===== config.mk =====
export PLATFORM = sky130hd
export DESIGN_NAME = instr_fetch_unit
export DESIGN_NICKNAME = d
export VERILOG_FILES = /design/src/rtl/riscv_pkg.sv /design/src/rtl/instr_fetch_unit.sv
export SDC_FILE = /design/constraint.sdc
export NUM_CORES = 1
export LEC_CHECK = 0
export CORE_AREA = 5 5 111 155
export DETAILED_ROUTE_END_ITERATION = 6
export DIE_AREA = 0 0 116 160
export DONT_BUFFER_PORTS = 1
export PLACE_DENSITY = 0.61
export SYNTH_ARGS = -nofsm -noshare
export SYNTH_HDL_FRONTEND = slang
export SYNTH_SLANG_ARGS = --single-unit

===== constraint.sdc =====
create_clock -name clk -period 4.89 [get_ports clk]
set_input_delay 0.978 -clock clk [delete_from_list [all_inputs] [get_ports clk]]
set_output_delay 0.978 -clock clk [all_outputs]
set_load 0.02 [all_outputs]

===== src/rtl/riscv_pkg.sv =====
// Shared definitions for the multicycle RV32I core: data width, canonical NOP
// and the fetch-stage state encoding.
package riscv_pkg;

    localparam int XLEN = 32;

    localparam logic [XLEN-1:0] RV_NOP = 32'h0000_0013;

    typedef enum logic [1:0] {
        FS_START = 2'd0,
        FS_FETCH = 2'd1,
        FS_FULL  = 2'd2
    } fetch_state_t;

endpackage


===== src/rtl/instr_fetch_unit.sv =====
// Fetch stage: owns the PC, issues one instruction-memory request at a time and
// hands each fetched word to decode over a valid/ready handshake.
module instr_fetch_unit
    import riscv_pkg::*;
#(
    parameter logic [XLEN-1:0] RESET_PC  = 32'h0000_0000,
    parameter logic [XLEN-1:0] NOP_INSTR = RV_NOP
) (
    input  logic            clk,
    input  logic            reset,
    output logic            imem_req,
    output logic [XLEN-1:0] imem_addr,
    input  logic            imem_rvalid,
    input  logic [XLEN-1:0] imem_rdata,
    output logic            if_valid,
    input  logic            if_ready,
    output logic [XLEN-1:0] if_instr,
    output logic [XLEN-1:0] if_pc,
    output logic [XLEN-1:0] if_pcplus4,
    input  logic            redirect,
    input  logic [XLEN-1:0] redirect_pc
);

    fetch_state_t    r_state;
    logic [XLEN-1:0] r_pc;
    logic            r_kill;

    logic [XLEN-1:0] w_target;
    logic [XLEN-1:0] w_addrPlus4;
    logic [1:0]      w_unusedPcBits;

    assign w_target       = {redirect_pc[XLEN-1:2], 2'b00};
    assign w_unusedPcBits = redirect_pc[1:0];
    assign w_addrPlus4    = imem_addr + 32'd4;

    // r_kill marks an outstanding request whose response must be dropped because
    // a redirect arrived while the address was still locked on the bus.
    always_ff @(posedge clk or negedge reset) begin
        if (!reset) begin
            r_state    <= FS_START;
            r_pc       <= RESET_PC;
            r_kill     <= 1'b0;
            imem_req   <= 1'b0;
            imem_addr  <= RESET_PC;
            if_valid   <= 1'b0;
            if_instr   <= NOP_INSTR;
            if_pc      <= '0;
            if_pcplus4 <= '0;
        end else begin
            case (r_state)
                FS_START: begin
                    r_state   <= FS_FETCH;
                    imem_req  <= 1'b1;
                    imem_addr <= r_pc;
                end
                FS_FETCH: begin
                    if (redirect) begin
                        r_pc     <= w_target;
                        if_valid <= 1'b0;
                        if_instr <= NOP_INSTR;
                        if (imem_req && !imem_rvalid) begin
                            r_kill <= 1'b1;
                        end else begin
                            r_kill   <= 1'b0;
                            imem_req <= 1'b0;
                        end
                    end else if (!imem_req) begin
                        imem_req  <= 1'b1;
                        imem_addr <= r_pc;
                    end else if (imem_rvalid) begin
                        imem_req <= 1'b0;
                        if (r_kill) begin
                            r_kill <= 1'b0;
                        end else begin
                            if_instr   <= imem_rdata;
                            if_pc      <= imem_addr;
                            if_pcplus4 <= w_addrPlus4;
                            if_valid   <= 1'b1;
                            r_pc       <= w_addrPlus4;
                            r_state    <= FS_FULL;
                        end
                    end
                end
                FS_FULL: begin
                    if (redirect) begin
                        r_pc     <= w_target;
                        if_valid <= 1'b0;
                        if_instr <= NOP_INSTR;
                        r_state  <= FS_FETCH;
                    end else if (if_ready) begin
                        if_valid <= 1'b0;
                        if_instr <= NOP_INSTR;
                        r_state  <= FS_FETCH;
                    end
                end
                default: begin
                    r_state <= FS_START;
                end
            endcase
        end
    end

endmodule

Word level (Yosys, flattened, before mapping)
Index checks and enable logic that the tools add are counted.
Cells by class
  reduce and logical (&&, ||, !) cells: 14
  muxes and demuxes: 39
  bitwise operators: 2
  eq/ne operators: 13
  add/subtract/negate cells: 1
Operator list (number)
  32-bit two-way mux: 13
  32-bit case mux with 2 select lines: 3
  32-bit by 3-bit adder with 32-bit output (second input constant): 1
  5-bit AND reduction: 4
  3-bit != test (second input constant): 5
  1-bit two-way mux: 14
  2-bit two-way mux: 6
  2-bit != test (second input constant): 6
  2-bit nonzero test: 4
  2-bit case mux with 3 select lines: 1
  3-bit AND reduction: 2
  1-bit case mux with 2 select lines: 2
  2-bit by 1-bit equality test with 1-bit output (second input constant): 1
  2-bit equality test (second input constant): 1
  2-bit logical NOT: 1
  1-bit inverter: 2
  2-bit AND reduction: 1
  1-bit logical AND: 1
  1-bit logical NOT: 1
Word-level totals
  logic and storage cells: 78
  register bits after elaboration: 165
  output and inout port bits: 130
  bits of input ports: 69

Longest topological paths before layout
  depth after elaboration: 6
  mapped depth: 8
  depth with buffers taken out: 6

Worst setup path before layout
OpenSTA, ideal clock, no wires.
  kind: input -> register
  start point: in redirect
  end point: reg imem_addr[0]
  setup slack: 2377 ps
  data required time: 4765 ps
  stages: 5
  buffers on the path: 2
  library setup time: 125 ps
  arrival time: 2388 ps
  cell sequence: clkbuf_1 o21a_1 nor2_1 buf_2 mux2_2
On the way
  cells in the longest elaborated chain, start to end: 2
Ends and longest elaborated chain
  start: declaration: RTL line instr_fetch_unit.sv:20  | input logic redirect,
  2-bit != test (no source line)
  3-bit AND reduction (no source line)
  end signal: assignment: RTL line instr_fetch_unit.sv:54  | imem_addr <= r_pc;
  end signal: assignment: RTL line instr_fetch_unit.sv:69  | imem_addr <= r_pc;
  end: declaration: RTL line instr_fetch_unit.sv:12  | output logic [XLEN-1:0] imem_addr,
Every way passes these cells.
A chain may end at the register's enable or synchronous reset.

Worst setup path in the final report
  start point: reg imem_req
  end point: reg if_instr[24]
On the way
  cells in the longest elaborated chain, start to end: 2
Ends and longest elaborated chain
  start: declaration: RTL line instr_fetch_unit.sv:11  | output logic imem_req,
  start signal: assignment: RTL line instr_fetch_unit.sv:43  | imem_req <= 1'b0;
  start signal: assignment: RTL line instr_fetch_unit.sv:53  | imem_req <= 1'b1;
  start signal: assignment: RTL line instr_fetch_unit.sv:65  | imem_req <= 1'b0;
  3-bit != test (no source line)
  5-bit AND reduction (no source line)
  end signal: assignment: RTL line instr_fetch_unit.sv:75  | if_instr <= imem_rdata;
  end: declaration: RTL line instr_fetch_unit.sv:17  | output logic [XLEN-1:0] if_instr,
Every way passes these cells.

==> out/qor.log <==
INFO  outcome        outcome=finished clean
INFO  cells_and_area footprint_of_the_multi_input_gates=2590um^2
INFO  clock_tree     clock_path_buffers=2
INFO  flow_run       maxCapViolations=0
INFO  floorplan      floorplan.die.width=116um
INFO  timing         final.setup.worst_slack=2170ps
INFO  placement      buffer_ports.inserted=0
INFO  synthesis      synth.area.top_cells=sky130_fd_sc_hd__dfrtp_1 (58%), sky130_fd_sc_hd__mux2_2 (9.5%), sky130_fd_sc_hd__a22o_1 (3.9%), sky130_fd_sc_hd__o21ai_0 (3.4%), sky130_fd_sc_hd__nand2_1 (3.3%)
INFO  placement      gp_congestion=0.784
INFO  pwr            static-leakage-power=3.30nW
INFO  setup_path     worst-endpoint-arrival=3060ps
INFO  clock_tree     clk_latency=410ps
INFO  timing         finalMaxSlewViolations=0
INFO  setup_path     path_class=flip-flop to flip-flop
INFO  synthesis      ys_seq_elements=163
INFO  floorplan      die-area=18,600um^2
INFO  timing         setup-violations-final=0
INFO  route          avgViaCountPerCell=5.69
INFO  timing         clock.fmax=368MHz
INFO  synthesis      synthMostInstantiatedCell=sky130_fd_sc_hd__dfrtp_1
INFO  timing         totalNegativeSetupSlack=0ps
INFO  route          drt-total-wl=16,500um
INFO  global_route   largest_net_degree_at_the_start_of_global_routing=164
INFO  synthesis      synth_top_cell_by_area=sky130_fd_sc_hd__dfrtp_1
INFO  synthesis      synthesis.area=6880um^2
INFO  clock_tree     clkSlewWorstSetupHoldPaths=70ps
INFO  floorplan      boundaryPins=199
INFO  cells_and_area final-instance-count-excl-fill=785
INFO  floorplan      initial_standard_cell_utilization_of_the_core=44.2%
INFO  global_route   grt_use_total=18.2%
INFO  cells_and_area layout-drive-gt1-share=19.0%
INFO  placement      post-dp-hpwl=11,100um
INFO  route          wire_length_per_cell_after_detailed_routing=21.0um
INFO  timing         tightest_slew=1170ps
INFO  timing         unrepaired_setup_endpoints_after_global_routing=no
INFO  route          initialDrtViolationCount=295
INFO  clock_tree     cts.htree.levels=4
INFO  clock_tree     cts_buffers=17
INFO  timing         hold_viol=0
INFO  placement      detailedPlace.worstSlack=1760ps
INFO  cells_and_area areaGrowthSynthToFinish=10.7%
INFO  synthesis      netlist-cell-type-count=46
INFO  pwr            worst_ir_drop_vdd=0.000363V
INFO  synthesis      share_of_yosys_cell_area_claimed_by_the_top_area_cell_type=58.2%
INFO  clock_tree     cts_resized=0
INFO  clock_tree     post_cts_hold_buffer_count=0
INFO  global_route   grt_pass1_vias=4,701
INFO  synthesis      synth.yosys.seq_area_share=59.4%
INFO  clock_tree     cts.sink_count=163
INFO  clock_tree     cts_post_setup_buffers_inserted=0
INFO  synthesis      synth_area_per_cell=11.6um^2
INFO  route          final_antenna_net_count=0
INFO  setup_path     delay_of_the_slowest_cell_on_the_worst_path=930ps
INFO  timing         final.period_utilization=55.6%
INFO  cells_and_area final_util=49.0%
INFO  route          detailroute.via_count=4,468
INFO  synthesis      yosysWarningCount=0
INFO  cells_and_area register_area=4080um^2
INFO  synthesis      synth_fp_nets=662
INFO  setup_path     worstSetupStartpointType=flip-flop
INFO  synthesis      synthTopCellsByCount=sky130_fd_sc_hd__dfrtp_1 (160), sky130_fd_sc_hd__nand2_1 (60), sky130_fd_sc_hd__mux2_2 (58)
INFO  cells_and_area n_fill_cell=1,388
INFO  setup_path     slowest_stage=sky130_fd_sc_hd__nor2_2
INFO  timing         layout_min_cycle_time=2720ps
INFO  synthesis      synth_enable_flop_cells=0
INFO  setup_path     crit_path_cell_trace=and3b_1, o21ai_1, o21a_1, buf_4, nor2_2, a22o_1
INFO  setup_path     critPathMaxFanout=37
INFO  setup_path     cp-end-kind=flip-flop
INFO  synthesis      synthArstFlopShare=100%
INFO  pwr            power.density=752nW/um^2
INFO  floorplan      chipHeight=160um
INFO  timing         holdWs=256ps
INFO  route          detailedRoute.firstPassIterationCount=4
INFO  synthesis      synth_flop_cell=sky130_fd_sc_hd__dfrtp_1
INFO  setup_path     cp_data_required_time=5230ps
INFO  cells_and_area final_net_count=645
INFO  worst_hold_path worst_hold_path_type=input port to asynchronous set/reset pin
INFO  cells_and_area postLayoutCellArea=7610um^2
INFO  route          drc=0
INFO  floorplan      core-area=15,500um^2
INFO  clock_tree     cts_tree=yes
INFO  placement      dpl-instance-area=6990um^2
INFO  global_route   grt_first_pass_wirelength=26,300um
INFO  floorplan      rows=54
INFO  placement      place_inst=752
INFO  synthesis      synth_cells=592
INFO  pwr            p_total=5.72mW
INFO  global_route   overflow=0
INFO  timing         timing.clock.skew=11.1ps
INFO  timing         max_slew_margin=22.1%
INFO  clock_tree     clockRootBuffer=sky130_fd_sc_hd__clkbuf_16
INFO  global_route   grt_antenna_before_repair=1
-- path summary, 6_finish.rpt --
path                                  end  depth (start not counted)  slack (ps)  startpoint
setup reg to reg             if_instr[24]                          6        2170    imem_req
hold / removal             if_pcplus4[30]                          0         260       reset
max in group asynchronous     if_instr[1]                          0        4340       reset
hold reg to reg                   r_pc[8]                          1         470     r_pc[8]
setup / recovery             if_instr[24]                          6        2170    imem_req
min in group clk                  r_pc[8]                          1         470     r_pc[8]
-- where the power goes --
group | total [mW] | internal [mW] | switching, mW | leakage [nW]
clock | 1.37 | 0.834 | 0.538 | 0.286
combinational | 1.26 | 0.618 | 0.642 | 0.986
sequential | 3.09 | 1.94 | 1.15 | 2.03
-- critical path, delay by kind of cell, from the launching register on --
kind / cells / cell delay [ps]
and+or+nand+nor: 2 / 1220
DFF: 1 / 540
AOI/OAI and AO/OA: 3 / 590
buffers and inverters: 1 / 270
-- sequential cells by signal, summed over array words and instances (netlist names), 2 cells and up --
name        flops
r_pc           32
imem_addr      32
if_instr       32
if_pcplus4     30
r_state         2
if_pc          32
-- area by class of cell --
type | instances | area share, %
well taps | 196 | 3.22
flip-flops and latches | 163 | 53.6
clock inverters | 11 | 1.99
repair buffers | 5 | 0.493
clock buffers | 21 | 6.05
diodes | 1 | 0.0329
inverters | 12 | 0.592
multi-input cells | 376 | 34.0
-- logic make-up after synthesis --
| kind of cell | count (synthesis) | share of synthesized area [%] |
|---|---|---|
| adder cells (fa/ha/maj) | 1 | 0.182 |
| buffers and inverters | 53 | 3.42 |
| multiplexers | 62 | 10.1 |
| AO/OA/AOI/OAI | 138 | 12.7 |
| AND/OR/NAND/NOR | 150 | 11.0 |
| flip-flops | 163 | 59.4 |
| XOR/XNOR | 25 | 3.18 |
-- layer usage --
metal  track usage (%)  share of wire [%]  vias to the layer above
li1                  -                  -                     2042
met4              5.38                1.3                        0
met1              22.1                 39                     2228
met3              6.70                8.8                       16
met2              30.3                 51                      182
met5                 0                  0                        -
-- cell usage in the layout (no fill, tap or decap), drive strengths merged, types with 7 or more instances in the layout --
cell      n
a22o     31
clkbuf   21
dfrtp   160
inv      13
nor3     15
a21oi    19
xor2      7
nor2     33
xnor2    18
nand3    11
o21ai    57
nand2    60
mux2     58
Note: power is estimated with default switching activity, not from simulation.
